===== src/rtl/rbot_timer_pkg.sv =====
// Shared definitions for the robot controller's millisecond timer channels.
package rbot_timer_pkg;

  typedef enum logic {
    CH_IDLE     = 1'b0,
    CH_COUNTING = 1'b1
  } ch_state_e;

  localparam int CLK_PER_MS_25M = 25000;

  // The prescaler counts CLK_PER_MS-1 down to 0.
  function automatic int prescaler_width(input int clk_per_ms);
    return $clog2(clk_per_ms);
  endfunction

endpackage


===== src/rtl/ms_timer_channel.sv =====
// One millisecond delay channel: start/retrigger, cancel, optional auto-reload,
// registered one-cycle done pulse and busy level.
module ms_timer_channel
  import rbot_timer_pkg::*;
#(
  parameter int CLK_PER_MS = CLK_PER_MS_25M,
  parameter int DUR_W      = 11
) (
  input  logic             clock,
  input  logic             reset,
  input  logic             start,
  input  logic             cancel,
  input  logic             periodic,
  input  logic [DUR_W-1:0] duration,
  output logic             done,
  output logic             busy
);

  localparam int PRE_W = prescaler_width(CLK_PER_MS);
  localparam logic [PRE_W-1:0] PRE_FULL  = PRE_W'(CLK_PER_MS - 1);
  // The capture edge itself is the first cycle of the first millisecond.
  localparam logic [PRE_W-1:0] PRE_FIRST = PRE_W'(CLK_PER_MS - 2);

  ch_state_e        state_q, state_d;
  logic [PRE_W-1:0] pre_q, pre_d;
  logic [DUR_W-1:0] ms_q, ms_d;
  logic [DUR_W-1:0] dur_q, dur_d;
  logic             per_q, per_d;
  logic             done_q, done_d;
  logic             busy_q, busy_d;

  // NOTE: every signal gets a default before any branch, so no path leaves
  // one unassigned and no latch is inferred.
  always_comb begin
    state_d = state_q;
    pre_d   = pre_q;
    ms_d    = ms_q;
    dur_d   = dur_q;
    per_d   = per_q;
    done_d  = 1'b0;

    if (cancel) begin
      state_d = CH_IDLE;
      pre_d   = '0;
      ms_d    = '0;
    end else if (start) begin
      // A retrigger wins over an expiry falling in the same cycle.
      dur_d = duration;
      per_d = periodic;
      if (duration == '0) begin
        state_d = CH_IDLE;
        done_d  = 1'b1;
      end else begin
        state_d = CH_COUNTING;
        pre_d   = PRE_FIRST;
        ms_d    = duration - DUR_W'(1);
      end
    end else if (state_q == CH_COUNTING) begin
      if (pre_q != '0) begin
        pre_d = pre_q - PRE_W'(1);
      end else if (ms_q != '0) begin
        pre_d = PRE_FULL;
        ms_d  = ms_q - DUR_W'(1);
      end else begin
        done_d = 1'b1;
        if (per_q) begin
          // dur_q is never zero here: a zero duration never enters COUNTING.
          pre_d = PRE_FULL;
          ms_d  = dur_q - DUR_W'(1);
        end else begin
          state_d = CH_IDLE;
        end
      end
    end

    busy_d = (state_d == CH_COUNTING);
  end

  // NOTE: sequential state uses non-blocking assignments so every flop
  // samples the pre-edge values regardless of statement order.
  always_ff @(posedge clock) begin
    if (reset) begin
      state_q <= CH_IDLE;
      pre_q   <= '0;
      ms_q    <= '0;
      dur_q   <= '0;
      per_q   <= 1'b0;
      done_q  <= 1'b0;
      busy_q  <= 1'b0;
    end else begin
      state_q <= state_d;
      pre_q   <= pre_d;
      ms_q    <= ms_d;
      dur_q   <= dur_d;
      per_q   <= per_d;
      done_q  <= done_d;
      busy_q  <= busy_d;
    end
  end

  assign done = done_q;
  assign busy = busy_q;

endmodule


===== src/rtl/ms_timer_bank.sv =====
// Bank of independent millisecond delay timers; one channel instance per bit.
module ms_timer_bank
  import rbot_timer_pkg::*;
#(
  parameter int CHANNELS   = 4,
  parameter int CLK_PER_MS = CLK_PER_MS_25M,
  parameter int DUR_W      = 11
) (
  input  logic                      clock,
  input  logic                      reset,
  input  logic [CHANNELS-1:0]       start,
  input  logic [CHANNELS-1:0]       cancel,
  input  logic [CHANNELS-1:0]       periodic,
  input  logic [CHANNELS*DUR_W-1:0] duration,
  output logic [CHANNELS-1:0]       done,
  output logic [CHANNELS-1:0]       busy
);

  for (genvar i = 0; i < CHANNELS; i++) begin : g_ch
    ms_timer_channel #(
      .CLK_PER_MS(CLK_PER_MS),
      .DUR_W     (DUR_W)
    ) u_ch (
      .clock   (clock),
      .reset   (reset),
      .start   (start[i]),
      .cancel  (cancel[i]),
      .periodic(periodic[i]),
      .duration(duration[i*DUR_W +: DUR_W]),
      .done    (done[i]),
      .busy    (busy[i])
    );
  end

endmodule

===== config.mk =====
export PLATFORM = sky130hd
export DESIGN_NAME = ms_timer_bank
export DESIGN_NICKNAME = d
export VERILOG_FILES = /design/src/rtl/rbot_timer_pkg.sv /design/src/rtl/ms_timer_channel.sv /design/src/rtl/ms_timer_bank.sv
export SDC_FILE = /design/constraint.sdc
export NUM_CORES = 1
export LEC_CHECK = 0
export ABC_AREA = 1
export BUFFER_PORTS_ARGS = -buffer_cell sky130_fd_sc_hd__buf_4
export CORE_UTILIZATION = 50
export CTS_CLUSTER_SIZE = 28
export DETAILED_ROUTE_END_ITERATION = 8
export PLACE_DENSITY_LB_ADDON = 0.3
export SYNTH_ARGS = -nofsm -noshare
export SYNTH_HDL_FRONTEND = slang
export SYNTH_SLANG_ARGS = --single-unit

===== constraint.sdc =====
create_clock -name clock -period 2.45 [get_ports clock]
set_input_delay 0.49 -clock clock [delete_from_list [all_inputs] [get_ports clock]]
set_output_delay 0.49 -clock clock [all_outputs]
set_load 0.02 [all_outputs]

==> metrics.txt, run 1 <==
Chip Height=139 um; final setup fails=0; Total Neg Setup Slack=0 ns; Netlist cell types=52; total power per unit cell area=695 nW/um2; prevailing post-synth register cell=dfxtp_1; Power Total=7.51 mW; via count=9,584; starting density of the core=51.7%; VDD IR-drop max=0.467 mV; Worst Skew=0.00910 ns; GRT overflow=0; Worst path most repeated cell=nand2_1; io pins=66; Worst-Margin Slew=1.12 ns; setup ws final=0.244 ns; DRT Pass-1 Iters=5; Crit path arrival time=2.53 ns; Synthesized Nets=1,547; Area contributors post-synth=dfxtp_1, nand2_1, nor2_1; synth-to-layout area growth=14.6%; Final Hold Viols=0; Synth Area in XOR/XNOR=1.95%; Synth top area share=34.0%; nets@finish=1,614; largest net degree at the start of global routing=25; adder-cell share of the synthesized area=1.06%; Cell Rows=49; WP buf/inv=2; clk sinks=160; gpl congestion=0.934; die width=139 um; post-synthesis cell area=9420 um2; HP Class=primary input to register; LEAKAGE=5.18 nW; Synth Area per Inst=6.36 um2; clk buf depth=2; Antenna diodes=0; Post-synth top cells=nand2_1, nor2_1, inv_1; Crit Path Class=register to register; critical path peak fanout=4; final core utilization=59.3%; Yosys top cell by area=dfxtp_1; crit-path cells=or2_1 > nor2_1 > buf_4 > nand3_1 > nand3b_1 > nand2_1 > ha_1 > nand2_1 > inv_1 > nand2_1 > nor2_1 > nand2_1 > nand2_1 > nor2_1 > nor2_1; Warnings, synthesis=0; Required @ worst endpoint=2.77 ns; cts hold-fix bufs=0; Slowest-stage cell, CP=dfxtp_1; main combinational cell family by area after synthesis=simple AND/OR/NAND/NOR gates; CORE AREA=18,200 um2; Worst path max stage delay=0.33 ns; vias per inst=5.35; Post-synth ARST share=0%; Post-synth EDFFs=0; CP endpoint kind=register; DRC errors left=0; vias in the first global route=8,580; Final Max Tran Viols=0; Port-buffer cells=65; Yosys reg bits=160; DRT Wirelength=24,400 um; cell family with most CP delay=simple AND/OR/NAND/NOR gates; Worst slew margin=25.3%; Clk Latency, worst-skew pair=0.43 ns; wire per inst=13.6 um; H-Tree Depth=4; TritonCTS clock tree=done; first-pass GRT wire length=40,700 um; CTS root buf=clkbuf_16; crit start category=register; Final min period=2.21 ns; Synth Area in Compound Gates=15.4%; fmax=453 MHz; die footprint=19,400 um2; final worst-path cycle share=90.1%; antenna viol nets, final=0; initial antenna violation count=0; overall fraction of global-route tracks in use=25.5%; dpl hpwl=17,500 um; outcome=complete, no violations; multiplexer area fraction after synthesis=0%; Synth Instances=1,481; DRT iter0 DRCs=826; Max Cap Viol=0; # fillers=1,742; Synth Area in Simple Gates=35.9%; CTS Buf Count=17; RSZ-0062 raised after global routing=no; count leader, synth=nand2_1; Reg clk slew, reported paths=0.07 ns; register area share after synthesis=34.0%; layout cells sized above 1=12.2%; dpl ws=0.204 ns
## layer usage
| layer | up-vias | track usage, % | routed length [um] |
|---|---|---|---|
| li1 | 4925 | - | - |
| met1 | 4387 | 34.9 | 11800 |
| met2 | 235 | 40.8 | 11100 |
| met3 | 37 | 4.30 | 1120 |
| met4 | 0 | 7.72 | 396 |
| met5 | - | 0 | 0 |
## timing repair
item | 4_1_cts | 5_1_grt
hold endpoints to repair | 0 | 0
resized for setup | 0 | 3
endpoints found under the setup margin | 0 | 12
buffers inserted | 0 | 4
## worst register-to-register path: stages (launching register included)
cell	delay (ns)
dfxtp_1	0.33
or2_1	0.23
nor2_1	0.29
buf_4	0.20
nand3_1	0.09
nand3b_1	0.10
nand2_1	0.07
ha_1	0.23
nand2_1	0.10
inv_1	0.06
nand2_1	0.10
nor2_1	0.06
nand2_1	0.05
nand2_1	0.04
nor2_1	0.08
nor2_1	0.05
## flip-flops by register name (all words and copies together), names as in the netlist
name,flops
g_ch.u_ch.state_q,3
g_ch.u_ch.ms_q,44
g_ch.u_ch.done,4
g_ch.u_ch.busy,1
g_ch.u_ch.pre_q,60
g_ch.u_ch.per_q,4
g_ch.u_ch.dur_q,44
## logic make-up (layout without fill, tap and decap cells)
| group | count (synthesis) | after routing |
|---|---|---|
| flip-flops | 160 | 160 |
| AND/OR/NAND/NOR | 769 | 769 |
| adder cells (fa/ha/maj) | 8 | 8 |
| buffers and inverters | 265 | 345 |
| XOR/XNOR | 21 | 21 |
| AO/OA/AOI/OAI | 258 | 258 |
## cell usage in the layout (no fill, tap or decap), types with 9 or more instances in the layout
cell,netlist,layout
nand2_1,311,311
nor2_1,211,210
inv_1,203,202
dfxtp_1,160,160
nand3_1,127,127
a21oi_1,108,108
buf_4,13,100
o21ai_0,97,97
nor3_1,41,41
nand4_1,20,20
clkbuf_16,0,17
xor2_1,12,12
or2_2,10,10
nor4_1,10,10
xnor2_1,9,9
## power breakdown
group	switching [mW]	internal, mW
clock	1.12	1.66
combinational	1.19	0.665
sequential	0.111	2.76
## metrics by stage
stage	hold WS, ns	area (um2)	instances
after floorplan	0.425	9420	1481
after global placement	0.441	10100	1753
after detailed placement	0.445	10100	1753
after CTS	0.282	10700	1785
after global routing	0.309	10800	1790
final	0.298	10800	1790
## final timing paths
check,startpoint,to,slack (ns),cells after the start
hold / removal,periodic[2],g_ch[2].u_ch.per_q,0.30,3
setup reg to reg,g_ch[2].u_ch.ms_q[4],g_ch[2].u_ch.ms_q[8],0.24,15
setup / recovery,g_ch[2].u_ch.ms_q[4],g_ch[2].u_ch.ms_q[8],0.24,15
hold reg to reg,g_ch[1].u_ch.dur_q[9],g_ch[1].u_ch.dur_q[9],0.45,2
## cell type report
cell class	count	area (um2)	share of cell area, %
clock inverter	12	160	1.48
inverter	212	805	7.45
timing repair inverter	1	5.00	0.0464
sequential	160	3200	29.7
clock buffer	20	457	4.23
timing repair buffer	100	751	6.95
tap	229	287	2.65
multi-input combinational	1056	5130	47.5
Note: power is estimated with default switching activity, not from simulation.
==> run 2: changes to the inputs <==
--- a/config.mk
+++ b/config.mk
@@ -6,10 +6,10 @@
 export NUM_CORES = 1
 export LEC_CHECK = 0
 export ABC_AREA = 1
-export BUFFER_PORTS_ARGS = -buffer_cell sky130_fd_sc_hd__buf_4
 export CORE_UTILIZATION = 50
 export CTS_CLUSTER_SIZE = 28
 export DETAILED_ROUTE_END_ITERATION = 8
+export DONT_BUFFER_PORTS = 1
 export PLACE_DENSITY_LB_ADDON = 0.3
 export SYNTH_ARGS = -nofsm -noshare
 export SYNTH_HDL_FRONTEND = slang
==> metrics.txt, run 2 (synthesis gave the netlist of run 1 again) <==
reg2reg setup slack=0.21 ns (-0.03 ns); Worst slew margin=21.9% (-3.5 points); die width=139 um (unchanged); LEAKAGE=4.82 nW (-6.8%); fin area=10,200 um2 (-5.1%); outcome=complete, no violations; largest net degree at the start of global routing=29 (+16%); top sig layer=met4; Final Hold Viols=0 (unchanged); Crit Reg-Reg Endpoint=g_ch[2].u_ch.ms_q[8]; TritonCTS clock tree=done; met2 routed WL=10,600 um (-4.3%); GRT overflow=0 (unchanged); H-Tree Depth=4 (unchanged); startpoint of the worst hold path=reset; cts hold-fix bufs=0 (unchanged); CP endpoint kind=register; overall fraction of global-route tracks in use=25.0% (-0.41 points); DRT Pass-1 Iters=5 (unchanged); initial antenna violation count=0 (unchanged); CTS root buf=clkbuf_16; worst r2r src=g_ch[2].u_ch.ms_q[4]; dpl hpwl=17,000 um (-2.7%); io pins=66 (unchanged); Final Max Tran Viols=0 (unchanged); DR WL met3=1630 um (+45%); cell count after placement=1,680 (-4.2%); clk buf depth=2 (unchanged); first-pass GRT wire length=40,100 um (-1.5%); dpl ws=0.257 ns (+0.0530 ns); Critical Path End=g_ch[2].u_ch.ms_q[8]; Chip Height=139 um (unchanged); Worst Skew=0.0124 ns (+0.00331 ns); path depth of the worst reg2reg path=15 (unchanged); Clk Latency, worst-skew pair=0.43 ns (about the same); die footprint=19,400 um2 (unchanged); antenna viol nets, final=0 (unchanged); Crit Path Class=register to register; CTS Buf Count=17 (unchanged); HP Class=primary input to register; Crit path arrival time=2.57 ns (+0.04 ns); post-CTS sizing=0 (unchanged); synth-to-layout area growth=8.78%; M1 wire length=11,100 um (-5.8%); # fillers=1,797 (+3.2%); Port-buffer cells=0 (-100%); Antenna diodes=0 (unchanged); biggest regs=g_ch.u_ch.pre_q (60), g_ch.u_ch.dur_q (44), g_ch.u_ch.ms_q (44); Int Pwr=5.24 mW (+3.1%); VDD IR-drop max=0.492 mV (+5.4%); most common cell after layout, fill and taps aside=nand2_1; Final min period=2.24 ns (+0.0342 ns); commonest non-fill, non-tap cells in the layout=nand2_1, nor2_1, inv_1, dfxtp_1, nand3_1; switch share=30.9% (-1.4 points); fmax=446 MHz (-1.5%); DRC errors left=0 (unchanged); nets@finish=1,536 (-4.8%); RSZ-0062 raised after global routing=yes; sequential fraction of design power=37.9% (-0.3 points); setup ws final=0.210 ns (-0.0342 ns); starting density of the core=51.7% (unchanged); clk sinks=160 (unchanged); critical path startpoint=g_ch[2].u_ch.ms_q[4]; final setup fails=0 (unchanged); Placed Area=9580 um2 (-5.4%); CORE AREA=18,200 um2 (unchanged); vias per inst=5.43 (+1.4%); Required @ worst endpoint=2.78 ns (about the same); Clock Power Share=40.1% (+3.0 points); fin cells=1,712 (-4.4%); Reg clk slew, reported paths=0.07 ns (about the same); crit start category=register; DRT iter0 DRCs=770 (-6.8%); DRT Wirelength=23,700 um (-2.8%); critical path peak fanout=8 (+4); Reg with most FFs=g_ch.u_ch.pre_q; Max Cap Viol=0 (unchanged); Comb power frac=22.0% (-2.7 points); gpl congestion=0.921 (-1.4%); Worst-Margin Slew=1.17 ns (+0.0519 ns); Post-CTS Setup Bufs=0 (unchanged); wire per inst=13.9 um (+1.6%); Cell Rows=49 (unchanged); Net Sw Power=2.34 mW (-3.5%); via count=9,293 (-3.0%); layout cells sized above 1=7.42% (-4.8 points); vias in the first global route=8,512 (-0.79%); total power per unit cell area=739 nW/um2 (+6.3%); max reg flops=60 (unchanged); final worst-path cycle share=91.4% (+1.4 points)
==> run 2: changes by cell type in the layout (fill, tap and decap cells not counted) <==
cell / delta
buf_4: -77
clkinv_4: -4
bufinv_16: +3
clkbuf_8: -2
clkinv_2: +1
clkinvlp_2: -1
inv_1: +1
inv_6: +1
nand2_2: +1
nand2_4: -1
nor2_1: +1
nor2_2: -1
==> run 2: worst max-delay path: stages (launching register included) <==
cell and delay (ns):
dfxtp_1 0.32, or2_1 0.22, nor2_1 0.19, buf_4 0.20
nand3_1 0.08, a31oi_1 0.25, inv_1 0.08, ha_1 0.24
nand2_1 0.10, inv_1 0.07, nand2_1 0.10, nor2_1 0.06
nand2_1 0.05, nand2_1 0.04, nor2_1 0.08, nor2_1 0.04
==> run 2: final cells by class <==
class                      instances  area [um2]  area share, %
sequential                       160        3200           31.3
multi-input combinational       1056        5120           50.0
tap                              229         287           2.80
clock buffer                      18         429           4.19
clock inverter                    14         236           2.31
inverter                         212         801           7.81
timing repair buffer              23         173           1.68
==> run 2: power groups by stage <==
| stage | logic [mW] | registers, mW | clock network, mW |
|---|---|---|---|
| global placement | 1.63 | 2.92 | 0 |
| CTS | 1.66 | 2.87 | 3.10 |
| global route | 1.90 | 2.89 | 3.20 |
| floorplan | 1.37 | 2.89 | 0 |
| detailed placement | 1.64 | 2.92 | 0 |
| finish | 1.67 | 2.87 | 3.04 |
==> run 2: metrics by stage <==
step | TNS, ns | util (%) | hold WS [ns] | total power, mW
6_report | 0 | 56.3 | 0.128 | 7.58
3_3_place_gp | 0 | 52.6 | 0.440 | 4.56
2_1_floorplan | 0 | - | 0.425 | 4.25
5_1_grt | -0.0137 | 56.3 | 0.109 | 7.99
4_1_cts | 0 | 56.3 | 0.111 | 7.62
3_5_place_dp | 0 | 52.6 | 0.441 | 4.57
==> run 2: routing by layer <==
metal / vias up / GRT usage [%]
met5: - / 0
met1: 4236 / 33.9
met4: 0 / 8.48
met3: 30 / 5.54
met2: 268 / 39.4
li1: 4759 / -
==> run 2: how the worst min path moves through the flow <==
stage / cells after the start / end / slack [ns]
after global routing: 1 / g_ch[2].u_ch.dur_q[10] / 0.11
after floorplan: 2 / g_ch[1].u_ch.dur_q[8] / 0.42
after CTS: 1 / g_ch[2].u_ch.dur_q[6] / 0.11
after global placement: 2 / g_ch[1].u_ch.dur_q[9] / 0.44
after detailed placement: 2 / g_ch[1].u_ch.dur_q[9] / 0.44
final: 1 / g_ch[2].u_ch.dur_q[6] / 0.13
